### src/rtl/usbdev_line_event_det.sv
// USB device line-state event detector: debounces D+/D-, times line intervals on a 1 us tick
// and tracks disconnect/active/reset/suspend/resume. SE1 error flag enabled by USBDEV_LINE_EVENT_SE1_ERR_EN.
module usbdev_line_event_det #(
  parameter int unsigned FiltCycles = 3,
  parameter int unsigned ResetUs    = 3,
  parameter int unsigned SuspendUs  = 3000
) (
  input  logic       clk_i,
  input  logic       rst_ni,
  input  logic       usb_rx_dp_i,
  input  logic       usb_rx_dn_i,
  input  logic       usb_pwr_sense_i,
  input  logic       rx_enable_i,
  input  logic       us_tick_i,
  input  logic       se1_clr_i,
  output logic [1:0] line_state_o,
  output logic [2:0] link_state_o,
  output logic       bus_reset_o,
  output logic       suspend_o,
  output logic       evt_reset_o,
  output logic       evt_suspend_o,
  output logic       evt_resume_o,
  output logic       evt_disconnect_o,
  output logic       se1_err_o
);

  localparam int unsigned TimerW = $clog2(SuspendUs + 1);
  localparam int unsigned CntW   = $clog2(FiltCycles + 1);

  localparam logic [TimerW-1:0] TimerMax   = '1;
  localparam logic [TimerW-1:0] ResetThr   = TimerW'(ResetUs);
  localparam logic [TimerW-1:0] SuspendThr = TimerW'(SuspendUs);
  localparam logic [CntW-1:0]   FiltMax    = CntW'(FiltCycles);

  localparam logic [1:0] LineSe0 = 2'd0;
  localparam logic [1:0] LineJ   = 2'd1;
  localparam logic [1:0] LineK   = 2'd2;
  localparam logic [1:0] LineSe1 = 2'd3;

  typedef enum logic [2:0] {
    LinkDisconnected = 3'd0,
    LinkActive       = 3'd1,
    LinkReset        = 3'd2,
    LinkSuspended    = 3'd3,
    LinkResuming     = 3'd4
  } link_e;

  logic [1:0]        raw;
  logic [1:0]        cand_q, cand_d;
  logic [CntW-1:0]   cnt_q, cnt_d;
  logic [1:0]        line_q, line_d;
  logic [TimerW-1:0] timer_q, timer_d;
  link_e             link_q, link_d;
  logic              bus_reset_q, bus_reset_d;
  logic              suspend_q, suspend_d;
  logic              evt_reset_q, evt_reset_d;
  logic              evt_suspend_q, evt_suspend_d;
  logic              evt_resume_q, evt_resume_d;
  logic              evt_disc_q, evt_disc_d;

  assign raw = {usb_rx_dn_i, usb_rx_dp_i};

  // Debounce: the filtered state follows the candidate once it has been stable FiltCycles samples
  always_comb begin
    cand_d = cand_q;
    cnt_d  = cnt_q;
    line_d = line_q;
    if (raw != cand_q) begin
      cand_d = raw;
      cnt_d  = CntW'(1);
    end else if (cnt_q < FiltMax) begin
      cnt_d = cnt_q + CntW'(1);
    end
    if ((raw == cand_q) && (cnt_d == FiltMax)) begin
      line_d = cand_q;
    end
  end

  // Link state machine; power/enable loss overrides every other transition
  always_comb begin
    link_d        = link_q;
    evt_reset_d   = 1'b0;
    evt_suspend_d = 1'b0;
    evt_resume_d  = 1'b0;
    evt_disc_d    = 1'b0;
    if (!usb_pwr_sense_i || !rx_enable_i) begin
      link_d     = LinkDisconnected;
      evt_disc_d = (link_q != LinkDisconnected);
    end else begin
      unique case (link_q)
        LinkDisconnected: link_d = LinkActive;
        LinkReset: begin
          if (line_q != LineSe0) link_d = LinkActive;
        end
        LinkActive, LinkSuspended, LinkResuming: begin
          if ((line_q == LineSe0) && (timer_q >= ResetThr)) begin
            link_d      = LinkReset;
            evt_reset_d = 1'b1;
          end else if (link_q == LinkActive) begin
            if ((line_q == LineJ) && (timer_q >= SuspendThr)) begin
              link_d        = LinkSuspended;
              evt_suspend_d = 1'b1;
            end
          end else if (link_q == LinkSuspended) begin
            if (line_q == LineK) link_d = LinkResuming;
          end else begin
            if ((line_q == LineSe0) || (line_q == LineJ)) begin
              link_d       = LinkActive;
              evt_resume_d = 1'b1;
            end
          end
        end
        default: link_d = LinkDisconnected;
      endcase
    end
  end

  // Interval timer restarts whenever the filtered line or the link state moves
  always_comb begin
    timer_d = timer_q;
    if ((line_d != line_q) || (link_d != link_q)) begin
      timer_d = '0;
    end else if (us_tick_i && (timer_q != TimerMax)) begin
      timer_d = timer_q + TimerW'(1);
    end
  end

  assign bus_reset_d = (link_d == LinkReset);
  assign suspend_d   = (link_d == LinkSuspended) || (link_d == LinkResuming);

  always_ff @(posedge clk_i or negedge rst_ni) begin
    if (!rst_ni) begin
      cand_q        <= LineSe0;
      cnt_q         <= '0;
      line_q        <= LineSe0;
      timer_q       <= '0;
      link_q        <= LinkDisconnected;
      bus_reset_q   <= 1'b0;
      suspend_q     <= 1'b0;
      evt_reset_q   <= 1'b0;
      evt_suspend_q <= 1'b0;
      evt_resume_q  <= 1'b0;
      evt_disc_q    <= 1'b0;
    end else begin
      cand_q        <= cand_d;
      cnt_q         <= cnt_d;
      line_q        <= line_d;
      timer_q       <= timer_d;
      link_q        <= link_d;
      bus_reset_q   <= bus_reset_d;
      suspend_q     <= suspend_d;
      evt_reset_q   <= evt_reset_d;
      evt_suspend_q <= evt_suspend_d;
      evt_resume_q  <= evt_resume_d;
      evt_disc_q    <= evt_disc_d;
    end
  end

`ifdef USBDEV_LINE_EVENT_SE1_ERR_EN
  logic se1_err_q;

  // Sticky SE1 flag; a new SE1 observation wins over a simultaneous clear
  always_ff @(posedge clk_i or negedge rst_ni) begin
    if (!rst_ni) begin
      se1_err_q <= 1'b0;
    end else if (line_q == LineSe1) begin
      se1_err_q <= 1'b1;
    end else if (se1_clr_i) begin
      se1_err_q <= 1'b0;
    end
  end

  assign se1_err_o = se1_err_q;
`else
  logic unused_se1_clr;

  assign unused_se1_clr = se1_clr_i;
  assign se1_err_o      = 1'b0;
`endif

  assign line_state_o     = line_q;
  assign link_state_o     = link_q;
  assign bus_reset_o      = bus_reset_q;
  assign suspend_o        = suspend_q;
  assign evt_reset_o      = evt_reset_q;
  assign evt_suspend_o    = evt_suspend_q;
  assign evt_resume_o     = evt_resume_q;
  assign evt_disconnect_o = evt_disc_q;

endmodule

### config.mk
export PLATFORM = sky130hd
export DESIGN_NAME = usbdev_line_event_det
export DESIGN_NICKNAME = d
export VERILOG_FILES = /design/src/rtl/usbdev_line_event_det.sv
export SDC_FILE = /design/constraint.sdc
export NUM_CORES = 1
export LEC_CHECK = 0
export BUFFER_PORTS_ARGS = -buffer_cell sky130_fd_sc_hd__clkbuf_2
export CAP_MARGIN = 10
export CORE_MARGIN = 3
export CORE_UTILIZATION = 45
export CTS_CLUSTER_SIZE = 14
export DETAILED_ROUTE_END_ITERATION = 10
export SYNTH_ARGS = -nofsm -noshare
export SYNTH_HDL_FRONTEND = slang
export SYNTH_SLANG_ARGS = --single-unit
### constraint.sdc
create_clock -name clk_i -period 3.4 [get_ports clk_i]
set_input_delay 1.02 -clock clk_i [delete_from_list [all_inputs] [get_ports clk_i]]
set_output_delay 1.02 -clock clk_i [all_outputs]
set_load 0.01 [all_outputs]
## After elaboration in Yosys (flattened, before gate mapping)

Cells that the tools add are included.

- Word-level logic and storage cells: 76
- Bits in read-only memories: 0
- Memories: 0
- Register bits after elaboration: 27
- Input port bits: 8
- RAM bits: 0
- Latch bits: 0

- Equality and inequality tests: 15
- Reductions and logical operators: 16
- $mul: 0
- Bitwise operators: 0
- Order comparisons: 3
- Shifts and indexed selects: 0
- Mux-type cells: 29
- Div/mod/pow operators: 0
- Add/sub/neg operators: 2

Operators by type and width:

| cell | number |
|---|---|
| $mux W12 | 2 |
| $mux W3 | 8 |
| $mux W1 | 15 |
| $add A12 B1 Y12 const B | 1 |
| $eq A3 B2 Y1 const B | 4 |
| $ge A12 B12 Y1 const B | 1 |
| $ge A12 B2 Y1 const B | 1 |
| $ne A12 B12 Y1 const B | 1 |
| $pmux W3 S3 | 1 |
| $eq A3 B3 Y1 const B | 2 |
| $mux W2 | 3 |
| $eq A2 B2 Y1 const B | 2 |
| $logic_and A1 B1 Y1 | 4 |
| $logic_or A1 B1 Y1 | 4 |
| $ne A2 B2 Y1 | 2 |
| $reduce_bool A2 Y1 | 2 |
| $eq A3 B1 Y1 const B | 1 |
| $logic_not A3 Y1 | 1 |
| $ne A3 B3 Y1 | 1 |
| $reduce_bool A3 Y1 | 1 |
| $reduce_or A3 Y1 | 1 |
| $add A2 B1 Y2 const B | 1 |
| $eq A2 B1 Y1 const B | 1 |
| $eq A2 B2 Y1 | 1 |
| other kinds (3) | 4 |

## Longest topological paths before layout

Gate-level depths: netlist of the first run.

- Depth after elaboration: 11
- Mapped depth: 7

## Least setup slack after synthesis of the first run

No wires, ideal clock.

- Path type: input port to flip-flop
- Start point: input port usb_pwr_sense_i
- End point: register timer_q[2]
- Arrival: 2.375 ns
- Data required time: 3.311 ns
- Stages on the path: 7
- Path slack: 0.936 ns
- Path through: and2_1 > clkbuf_1 > a31o_2 > nand4_1 > or4_4 > buf_6 > a211oi_4

- Longest elaborated chain between the ends: 6
- Elaborated cells between the ends (all ways): 7
- Classes of those cells: 1 x eq/ne; 2 x mux; 4 x reduce/logical

RTL lines:

| item | RTL line | source |
|---|---|---|
| start, declared | 12 | `input logic usb_pwr_sense_i,` |
| $logic_not A1 Y1 (*) | 86 | `if (!usb_pwr_sense_i \|\| !rx_enable_i) begin` |
| $logic_or A1 B1 Y1 (*) | 86 |  |
| $mux W3 (*) | 86 |  |
| $ne A3 B3 Y1 (*) | 121 | `if ((line_d != line_q) \|\| (link_d != link_q)) begin` |
| $logic_or A1 B1 Y1 (*) | 121 |  |
| $mux W12 or $reduce_bool A2 Y1 (tied branches) | - |  |
| end signal, assigned | 148 | `timer_q <= timer_d;` |
| end, declared | 52 | `logic [TimerW-1:0] timer_q, timer_d;` |

Every way passes the cells marked *; elsewhere a longest branch is shown, timed or not.
A chain may end at the register's enable or synchronous reset.

## Worst setup path in the final report of the first run

- Start point: register timer_q[1]
- End point: register timer_q[4]

- Longest elaborated chain between the ends: 10
- Elaborated cells between the ends (all ways): 17
- Classes of those cells: 1 x add/sub; 2 x order compare; 2 x eq/ne; 7 x mux; 5 x reduce/logical

RTL lines:

| item | RTL line | source |
|---|---|---|
| $ge A12 B12 Y1 | 100 | `if ((line_q == LineJ) && (timer_q >= SuspendThr)) begin` |
| $logic_and A1 B1 Y1 | 100 |  |
| $mux W3 | 100 |  |
| $mux W3 | 99 | `end else if (link_q == LinkActive) begin` |
| $mux W3 | 96 | `if ((line_q == LineSe0) && (timer_q >= ResetThr)) begin` |
| $pmux W3 S3 | 90 | `unique case (link_q)` |
| $mux W3 | 86 |  |
| $ne A3 B3 Y1 | 121 |  |
| $logic_or A1 B1 Y1 | 121 |  |
| $mux W12 or $reduce_bool A2 Y1 (tied branches) | - |  |

Several ways; a longest one is shown, not always the timed one. The select of a mux whose other input is x is not followed.

==> results of run 1 <==
[per-stage QoR]
step	setup WS (ns)	hold slack [ns]	std cells
final	0.948	0.513	222
after global routing	0.760	0.519	222
after CTS	0.935	0.509	222
after detailed placement	0.718	0.489	218
after global placement	0.758	0.468	218
after floorplan	0.936	0.453	168
[power groups by stage]
stage / logic (uW) / registers [uW] / clock network, uW
2_1_floorplan: 97.6 / 360 / 0
4_1_cts: 119 / 364 / 146
3_5_place_dp: 118 / 370 / 0
6_report: 117 / 364 / 138
5_1_grt: 134 / 368 / 155
3_3_place_gp: 113 / 368 / 0
[synthesized netlist by cell type, types with 3 or more instances]
| cell type | count | area [um^2] |
|---|---|---|
| and3_1 | 3 | 18.8 |
| a21oi_1 | 9 | 45.0 |
| xor2_1 | 5 | 43.8 |
| nand3_1 | 6 | 30.0 |
| a31oi_1 | 3 | 18.8 |
| o21ai_0 | 5 | 25.0 |
| nor3_1 | 6 | 30.0 |
| xnor2_1 | 4 | 35.0 |
| dfrtp_1 | 27 | 676 |
| nand2b_1 | 3 | 18.8 |
| o211a_1 | 3 | 30.0 |
| nor2_1 | 16 | 60.1 |
| nor3b_1 | 4 | 30.0 |
| and3b_1 | 3 | 26.3 |
| inv_1 | 5 | 18.8 |
| clkbuf_1 | 9 | 33.8 |
| a311oi_1 | 3 | 26.3 |
| or4_4 | 3 | 33.8 |
| nand2_1 | 7 | 26.3 |
| nand4_1 | 4 | 25.0 |
[per-layer routing]
metal | wire length [um] | vias to the layer above | GRT usage | share of wire
li1 | - | 627 | - | -
met1 | 1480 | 627 | 0.218 | 0.46
met2 | 1500 | 43 | 0.254 | 0.47
met3 | 159 | 6 | 0.0222 | 0.050
met4 | 61 | 0 | 0.0777 | 0.019
met5 | 0 | - | 0 | 0
[sequential cells by signal, summed over array words and instances (netlist names)]
register,count
timer_q,12
link_state_o,3
cand_q,2
cnt_q,2
line_state_o,2
bus_reset_o,1
evt_disconnect_o,1
evt_reset_o,1
evt_resume_o,1
evt_suspend_o,1
suspend_o,1
[worst max-delay path, delay by kind of cell, from the launching register on]
family | cells | cell delay, ns
fa+ha+maj | 1 | 0.25
flops | 1 | 0.45
simple gates | 4 | 1.35
compound gates | 1 | 0.33
[final timing paths]
check,from,to,slack [ns],cells past startpoint
max,timer_q[1],timer_q[4],0.95,6
min,cnt_q[0],cnt_q[0],0.51,1
max reg2reg,timer_q[1],timer_q[4],0.95,6
min reg2reg,cnt_q[0],cnt_q[0],0.51,1
max in group asynchronous,rst_ni,timer_q[6],2.27,1
min in group asynchronous,rst_ni,evt_reset_o,0.70,1
[logic make-up after synthesis]
| family | count (synthesis) |
|---|---|
| compound gates | 40 |
| xor+xnor | 9 |
| fa+ha+maj | 2 |
| buf+inv | 18 |
| flops | 27 |
| mux | 1 |
| other cells | 1 |
| simple gates | 70 |
[cell type report]
cell class / instances / area share
multi-input cells: 123 / 0.492
flip-flops and latches: 27 / 0.397
repair buffers: 17 / 0.0500
well taps: 46 / 0.0338
clock buffers: 3 / 0.0132
inverters: 5 / 0.0110
clock inverters: 1 / 0.00294
==> flow_summary.json, run 1 <==
{
  "grt_use_total": 0.161,
  "diodes": 0,
  "post_cts_resized": 0,
  "synth_edf_count": 0,
  "synthArstFlopShare": 1.00,
  "die_y_um": 65.6,
  "cp.required_ns": 3.65,
  "clock_tree.root_cell": "clkbuf_4",
  "finalSetupViolations": 0,
  "netSwitchingFraction": 0.298,
  "cts_tree": "yes",
  "ir_drop_v": 0.000225,
  "fin_util": 0.502,
  "worst_hold_path_type": "register to register",
  "regArea_um2": 676,
  "status": "completed",
  "holdBufCountCts": 0,
  "synth_compound_area_frac": 0.193,
  "pwr-share-clk": 0.223,
  "yosys_warnings": 0,
  "fmax_ghz": 0.408,
  "routabilityCongestion": 0.900,
  "synthMuxAreaShare": 0.00626,
  "postCtsSetupRepairBufs": 0,
  "antenna_found_initial": 0,
  "slew_headroom": 0.551,
  "crit_path_frequent_cell": "or4_4",
  "grt_pass1_wl_um": 5460,
  "worst_setup_path_start_kind": "register",
  "synth_top_family_by_area": "simple AND/OR/NAND/NOR gates",
  "criticalPathCategory": "register to register",
  "hpwl_um": 2260,
  "clock_sink_count": 27,
  "grt_pass1_vias": 1237,
  "syn-cell-area_um2": 1600,
  "fin_area_um2": 1700,
  "cts_inserted_buffers": 3,
  "p_int_uw": 434,
  "mostFrequentLayoutCells": "dfrtp_1, clkbuf_2, nor2_1",
  "synth_adder_area_share": 0.0157,
  "grt_max_degree": 28,
  "fillers": 317,
  "crit_chain": "ha_1 > or4_4 > o31ai_4 > nor2_1 > or4_4 > nor3_1",
  "synth_xor_area_frac": 0.0493,
  "ys_types": 50,
  "cp_max_fo": 12,
  "seqPwrFrac": 0.589,
  "fp.dieW_um": 65.6,
  "rsz0062_at_grt": "no",
  "tightest_slew_ns": 0.674,
  "cpPeakStageDelay_ns": 0.59,
  "slowest_stage": "or4_4",
  "drtAntennaViolNets": 0,
  "clk_pin_slew_ns": 0.14,
  "initial_core_util": 0.471,
  "wirelength_um": 3200,
  "nNetsFinal": 187,
  "vias_per_cell": 5.87,
  "finClkSkew_ns": 0.00483,
  "area_delta_synth_final_pct": 6.42,
  "cp.arrival_ns": 2.70,
  "drive_above_1_share": 0.176,
  "report.final.slew_viol_count": 0,
  "placed_cell_area_um2": 1670,
  "multi_input_area_um2": 836,
  "grt_overflow": 0,
  "first_iter_violations": 120,
  "postSynthAreaPerCell_um2": 9.51,
  "ys.flop_type": "dfrtp_1",
  "timing.setup.tns_ns": 0,
  "drc_errors": 0,
  "min_period_over_period": 0.721,
  "final_common_cell": "dfrtp_1",
  "synthCells": 168,
  "cts_buffer_depth": 2,
  "clk_latency_ns": 0.32,
  "max-cap-violations": 0,
  "synth_seq_cells": 27,
  "io_buffer_count": 17,
  "num_rows": 21,
  "syn_nets": 178,
  "yosysSeqAreaShare": 0.423,
  "cts-htree-levels": 1,
  "core_area_um2": 3390,
  "hold_viol": 0,
  "netSwitchingPower_uw": 184,
  "ios": 20,
  "power.total_uw": 618,
  "num_vias": 1303,
  "cellPowerDensity_nw_per_um2": 363,
  "critPathCaptureType": "register",
  "fin_crit_ns": 2.45,
  "dr.pass1.iters": 5,
  "wire_per_inst_um": 14.4,
  "combinationalPowerShare": 0.189,
  "dieArea_um2": 4300,
  "power_leakage_uw": 0.000787,
  "synthSimpleGateAreaFrac": 0.257
}
No activity file was read; power rests on OpenSTA's default activity.
==> run 2, diff against run 1 <==
--- a/config.mk
+++ b/config.mk
@@ -5,6 +5,7 @@
 export SDC_FILE = /design/constraint.sdc
 export NUM_CORES = 1
 export LEC_CHECK = 0
+export ABC_AREA = 1
 export BUFFER_PORTS_ARGS = -buffer_cell sky130_fd_sc_hd__clkbuf_2
 export CAP_MARGIN = 10
 export CORE_MARGIN = 3
==> constraint.sdc (replaced) <==
create_clock -name clk_i -period 2.3 [get_ports clk_i]
set_input_delay 0.69 -clock clk_i [delete_from_list [all_inputs] [get_ports clk_i]]
set_output_delay 0.69 -clock clk_i [all_outputs]
set_load 0.01 [all_outputs]
==> run 2 against run 1 <==
  * Synthesized area grew 0.70%
  * Sequential power grew 54%
  * Utilization grew 0.85 points
  * Worst setup slack lost 0.65 ns
  * Cell area grew 1.7%
  * Combinational power grew 110%
  * Critical path type unchanged
==> flow_summary.json, run 2 <==
{
  "status": "completed",
  "routabilityCongestion": 0.827,
  "hold_viol": 0,
  "drive_above_1_share": 0.329,
  "yosys_warnings": 0,
  "tightest_slew_ns": 0.675,
  "finClkSkew_ns": 0.00979,
  "worst_setup_path_start_kind": "register",
  "mostFrequentLayoutCells": "nand2_1, dfrtp_1, inv_1, nor2_2",
  "wire_per_inst_um": 10.9,
  "ys_types": 32,
  "r2r-end": "timer_q[0]",
  "dieArea_um2": 4330,
  "grt_overflow": 0,
  "wirelength_um": 2830,
  "grt_pass1_vias": 1202,
  "vias_per_cell": 4.74,
  "nNetsFinal": 224,
  "critPathTopFamily": "simple AND/OR/NAND/NOR gates",
  "slowest_stage": "dfrtp_1",
  "die_y_um": 65.8,
  "synthCells": 198,
  "power_leakage_uw": 0.000816,
  "dr.pass1.iters": 4,
  "report.final.slew_viol_count": 0,
  "crit_buf_inv": 0,
  "holdBufCountCts": 0,
  "cts-htree-levels": 1,
  "top_layer": "met4",
  "synth_area_leaders": "dfrtp_1, nand2_1, nor2_2",
  "max-cap-violations": 0,
  "fp.dieW_um": 65.8,
  "synth_seq_cells": 27,
  "final_common_cell": "nand2_1",
  "post_cts_resized": 0,
  "reg2reg_slack_ns": 0.30,
  "num_vias": 1228,
  "syn-cell-area_um2": 1610,
  "first_iter_violations": 51,
  "power.total_uw": 1010,
  "cp.required_ns": 2.56,
  "ios": 20,
  "ys.flop_type": "dfrtp_1",
  "cts_tree": "yes",
  "yosysSeqAreaShare": 0.420,
  "finalSetupViolations": 0,
  "wl_met2_um": 1450,
  "fin_crit_ns": 2.00,
  "io_buffer_count": 17,
  "hpwl_um": 2210,
  "clk_latency_ns": 0.32,
  "cts_inserted_buffers": 3,
  "reg2reg_depth": 14,
  "synthTopCellsByCount": "nand2_1, dfrtp_1, inv_1, nor2_2, nor2_1",
  "cellPowerDensity_nw_per_um2": 583,
  "critPathCaptureType": "register",
  "clock_tree.root_cell": "clkbuf_4",
  "crit_chain": "ha_1 > nor2_2 > nand2_1 > nor2_2 > nand2_2 > nand2_2 > nand3_2 > nand2_2 > nand2_2 > nand2_2 > nand2_2 > nor2_4 > nand2_2 > nor2_1",
  "crit_path_frequent_cell": "nand2_2",
  "synthArstFlopShare": 1.00,
  "area_delta_synth_final_pct": 7.47,
  "cpPeakStageDelay_ns": 0.44,
  "diodes": 0,
  "grt_max_degree": 28,
  "postCtsSetupRepairBufs": 0,
  "timing.setup.tns_ns": 0,
  "syn_nets": 208,
  "cp.arrival_ns": 2.26,
  "r2r_start": "timer_q[0]",
  "min_period_over_period": 0.870,
  "largest_reg_flops": 12,
  "postSynthAreaPerCell_um2": 8.13,
  "initial_core_util": 0.475,
  "regMostFlops": "timer_q",
  "dp.cells": 255,
  "post-synth-top-area-cell": "dfrtp_1",
  "ir_drop_v": 0.000339,
  "wl_met3_um": 81,
  "slew_headroom": 0.550,
  "antenna_found_initial": 0,
  "clk_pin_slew_ns": 0.15,
  "fmax_ghz": 0.500,
  "cts_buffer_depth": 2,
  "clock_sink_count": 27,
  "grt_use_total": 0.155,
  "criticalPathCategory": "register to register",
  "cp_max_fo": 12,
  "worst_hold_path_type": "input port to asynchronous set/reset pin",
  "num_rows": 21,
  "synth_edf_count": 0,
  "grt_pass1_wl_um": 5240,
  "drtAntennaViolNets": 0,
  "stdcell_count": 259,
  "core_area_um2": 3390,
  "rsz0062_at_grt": "no",
  "synth_most_common_cell": "nand2_1",
  "drc_errors": 0,
  "wl_met1_um": 1290,
  "synth_top_area_frac": 0.420
}
[run 2: final cells by class]
class | count | area, um^2
clock buffer | 4 | 26.3
fill | 325 | 1660
inverter | 28 | 109
multi-input combinational | 137 | 776
sequential | 27 | 676
tap | 46 | 57.6
timing repair buffer | 17 | 85.1
[run 2: kinds of logic (layout without fill, tap and decap cells)]
logic type	count (synthesis)	in the layout	share of synthesized area
other	1	1	0.00233
DFF	27	27	0.420
and+or+nand+nor	107	107	0.344
AOI/OAI and AO/OA	19	19	0.0746
buffers and inverters	34	49	0.0980
xor gates and xnor gates	7	7	0.0381
muxes	1	1	0.00700
adders and majority gates	2	2	0.0155
[run 2: metrics by stage]
step | cell area (um^2) | utilization | setup slack (ns) | hold slack [ns]
finish | 1730 | 0.510 | 0.299 | 0.370
global route | 1730 | 0.510 | 0.0711 | 0.394
CTS | 1730 | 0.510 | 0.270 | 0.387
detailed placement | 1700 | 0.502 | 0.131 | 0.481
global placement | 1700 | 0.502 | 0.144 | 0.471
floorplan | 1610 | - | 0.473 | 0.394
[run 2: how the worst max path moves through the flow]
stage	from	slack [ns]	depth (start not counted)	endpoint
after floorplan	usb_rx_dp_i	0.47	11	timer_q[10]
after global placement	usb_rx_dn_i	0.14	11	timer_q[0]
after detailed placement	usb_rx_dn_i	0.13	11	timer_q[0]
after CTS	timer_q[0]	0.27	14	timer_q[0]
after global routing	timer_q[0]	0.07	13	timer_q[8]
final	timer_q[0]	0.30	14	timer_q[0]
[run 2: worst reg2reg max path, delay by kind of cell, from the launching register on]
kind / cells / cell delay (ns)
adder cells (fa/ha/maj): 1 / 0.23
flip-flops: 1 / 0.44
AND/OR/NAND/NOR: 13 / 1.27
[run 2: layer usage]
metal	vias up	track usage
met3	2	0.0289
met2	14	0.265
met1	567	0.192
li1	645	-
met5	-	0
met4	0	0.0570
[run 2: where the power goes]
| group | switching [uW] | leakage [uW] | internal, uW |
|---|---|---|---|
| Combinational | 156 | 0.000443 | 89.5 |
| Clock | 135 | 0.0000150 | 67.9 |
| Sequential | 45.0 | 0.000358 | 514 |
==> run 3, diff against run 2 <==
--- a/config.mk
+++ b/config.mk
@@ -9,7 +9,7 @@
 export BUFFER_PORTS_ARGS = -buffer_cell sky130_fd_sc_hd__clkbuf_2
 export CAP_MARGIN = 10
 export CORE_MARGIN = 3
-export CORE_UTILIZATION = 45
+export CORE_UTILIZATION = 35
 export CTS_CLUSTER_SIZE = 14
 export DETAILED_ROUTE_END_ITERATION = 10
 export SYNTH_ARGS = -nofsm -noshare
==> run 3 against run 2 <==
  * Power up 6.7%
  * Via count is 2.0% lower
  * Sequential share of layout area is 0.67 points lower
  * Critical path depth stayed put
  * Worst setup slack improved by 0.015 ns
  * Sequential power hardly changed
==> flow_summary.json, run 3 (same netlist as run 2, synthesis figures left out) <==
{
  "grt_pass1_vias": 1150,
  "num_rows": 24,
  "hpwl_um": 2190,
  "holdBufCountCts": 0,
  "dieArea_um2": 5450,
  "grt_overflow": 0,
  "largest_reg_flops": 12,
  "slowest_stage": "dfrtp_1",
  "core_area_um2": 4380,
  "grt_max_degree": 28,
  "drive_above_1_share": 0.333,
  "critPathTopFamily": "simple AND/OR/NAND/NOR gates",
  "initial_core_util": 0.367,
  "cts_buffer_depth": 2,
  "placed_cell_area_um2": 1710,
  "critPathCaptureType": "register",
  "cts_tree": "yes",
  "regMostFlops": "timer_q",
  "slew_headroom": 0.548,
  "clock_sink_count": 27,
  "nNetsFinal": 224,
  "dr.pass1.iters": 4,
  "mostFrequentLayoutCells": "nand2_1, dfrtp_1, inv_1, nor2_2",
  "crit_chain": "ha_1 > nor2_2 > nand2_1 > nor2_2 > nand2_2 > nand2_2 > nand3_2 > nand2_2 > nand2_2 > nand2_2 > nand2_2 > nor2_4 > nand2_2 > nor2_1",
  "cp_max_fo": 12,
  "finClkSkew_ns": 0.00222,
  "max-cap-violations": 0,
  "hold_viol": 0,
  "cp.required_ns": 2.51,
  "crit_buf_inv": 0,
  "cts_inserted_buffers": 3,
  "cellPowerDensity_nw_per_um2": 611,
  "drtAntennaViolNets": 0,
  "vias_per_cell": 4.54,
  "tightest_slew_ns": 0.677,
  "report.final.slew_viol_count": 0,
  "fp.dieW_um": 73.8,
  "fin_util": 0.401,
  "cpPeakStageDelay_ns": 0.42,
  "clock_tree.root_cell": "clkbuf_8",
  "cp.arrival_ns": 2.19,
  "antenna_found_initial": 0,
  "power_leakage_uw": 0.000823,
  "diodes": 0,
  "crit_path_frequent_cell": "nand2_2",
  "power.total_uw": 1070,
  "routabilityCongestion": 0.768,
  "criticalPathCategory": "register to register",
  "wire_per_inst_um": 10.8,
  "fin_area_um2": 1760,
  "fillers": 464,
  "timing.setup.tns_ns": 0,
  "fmax_ghz": 0.504,
  "worst_hold_path_type": "input port to asynchronous set/reset pin",
  "fin_crit_ns": 1.99,
  "postCtsSetupRepairBufs": 0,
  "area_delta_synth_final_pct": 9.33,
  "worst_setup_path_start_kind": "register",
  "clk_pin_slew_ns": 0.09,
  "status": "completed",
  "wirelength_um": 2860,
  "grt_pass1_wl_um": 4960,
  "finalSetupViolations": 0,
  "die_y_um": 73.8,
  "ir_drop_v": 0.000469,
  "clk_latency_ns": 0.27,
  "post_cts_resized": 0,
  "grt_use_total": 0.116,
  "rsz0062_at_grt": "no",
  "first_iter_violations": 38,
  "cts-htree-levels": 1,
  "num_vias": 1204,
  "drc_errors": 0,
  "final_common_cell": "nand2_1",
  "min_period_over_period": 0.863,
  "ios": 20,
  "io_buffer_count": 17
}
## run 3: cell types whose count changed in the layout (fill, tap and decap cells not counted)
cell,delta
clkbuf_4,-3
clkbuf_8,+3
clkbuf_1,-1
clkinvlp_4,+1
## run 3: where the power goes
part | leakage [uW] | internal, uW | switching [uW]
Combinational | 0.000443 | 88.5 | 154
Sequential | 0.000358 | 514 | 42.5
Clock | 0.0000217 | 123 | 152
Total | 0.000823 | 725 | 349
## run 3: layout make-up
cell class                      count  area [um^2]  share of cell area
Clock inverter                      1         7.51             0.00427
Tap cell                           52         65.1              0.0370
Inverter                           28          109              0.0619
Clock buffer                        3         41.3              0.0235
Timing Repair Buffer               17         85.1              0.0484
Sequential cell                    27          676               0.384
Multi-Input combinational cell    137          776               0.441
## run 3: routing by layer
metal,wire (um),track usage,up-vias
met2,1380,0.194,24
met3,162,0.0315,2
li1,-,-,643
met5,0,0,-
met1,1300,0.150,535
met4,13,0.0241,0
## run 3: per-stage QoR
| stage | setup WS [ns] | hold WS, ns | cells |
|---|---|---|---|
| after floorplan | 0.473 | 0.394 | 198 |
| after global placement | 0.145 | 0.484 | 261 |
| after detailed placement | 0.144 | 0.485 | 261 |
| after CTS | 0.282 | 0.460 | 265 |
| after global routing | 0.0998 | 0.479 | 265 |
| final | 0.314 | 0.434 | 265 |
## run 3: worst paths after layout
check | slack, ns | from | depth (start not counted) | end
worst max register to register | 0.31 | timer_q[0] | 14 | timer_q[0]
worst min-delay path | 0.43 | rst_ni | 1 | timer_q[10]
worst max-delay path | 0.31 | timer_q[0] | 14 | timer_q[0]
worst min register to register | 0.49 | cnt_q[0] | 1 | cnt_q[0]
min in group clk_i | 0.49 | cnt_q[0] | 1 | cnt_q[0]
max in group asynchronous | 1.43 | rst_ni | 1 | cnt_q[0]
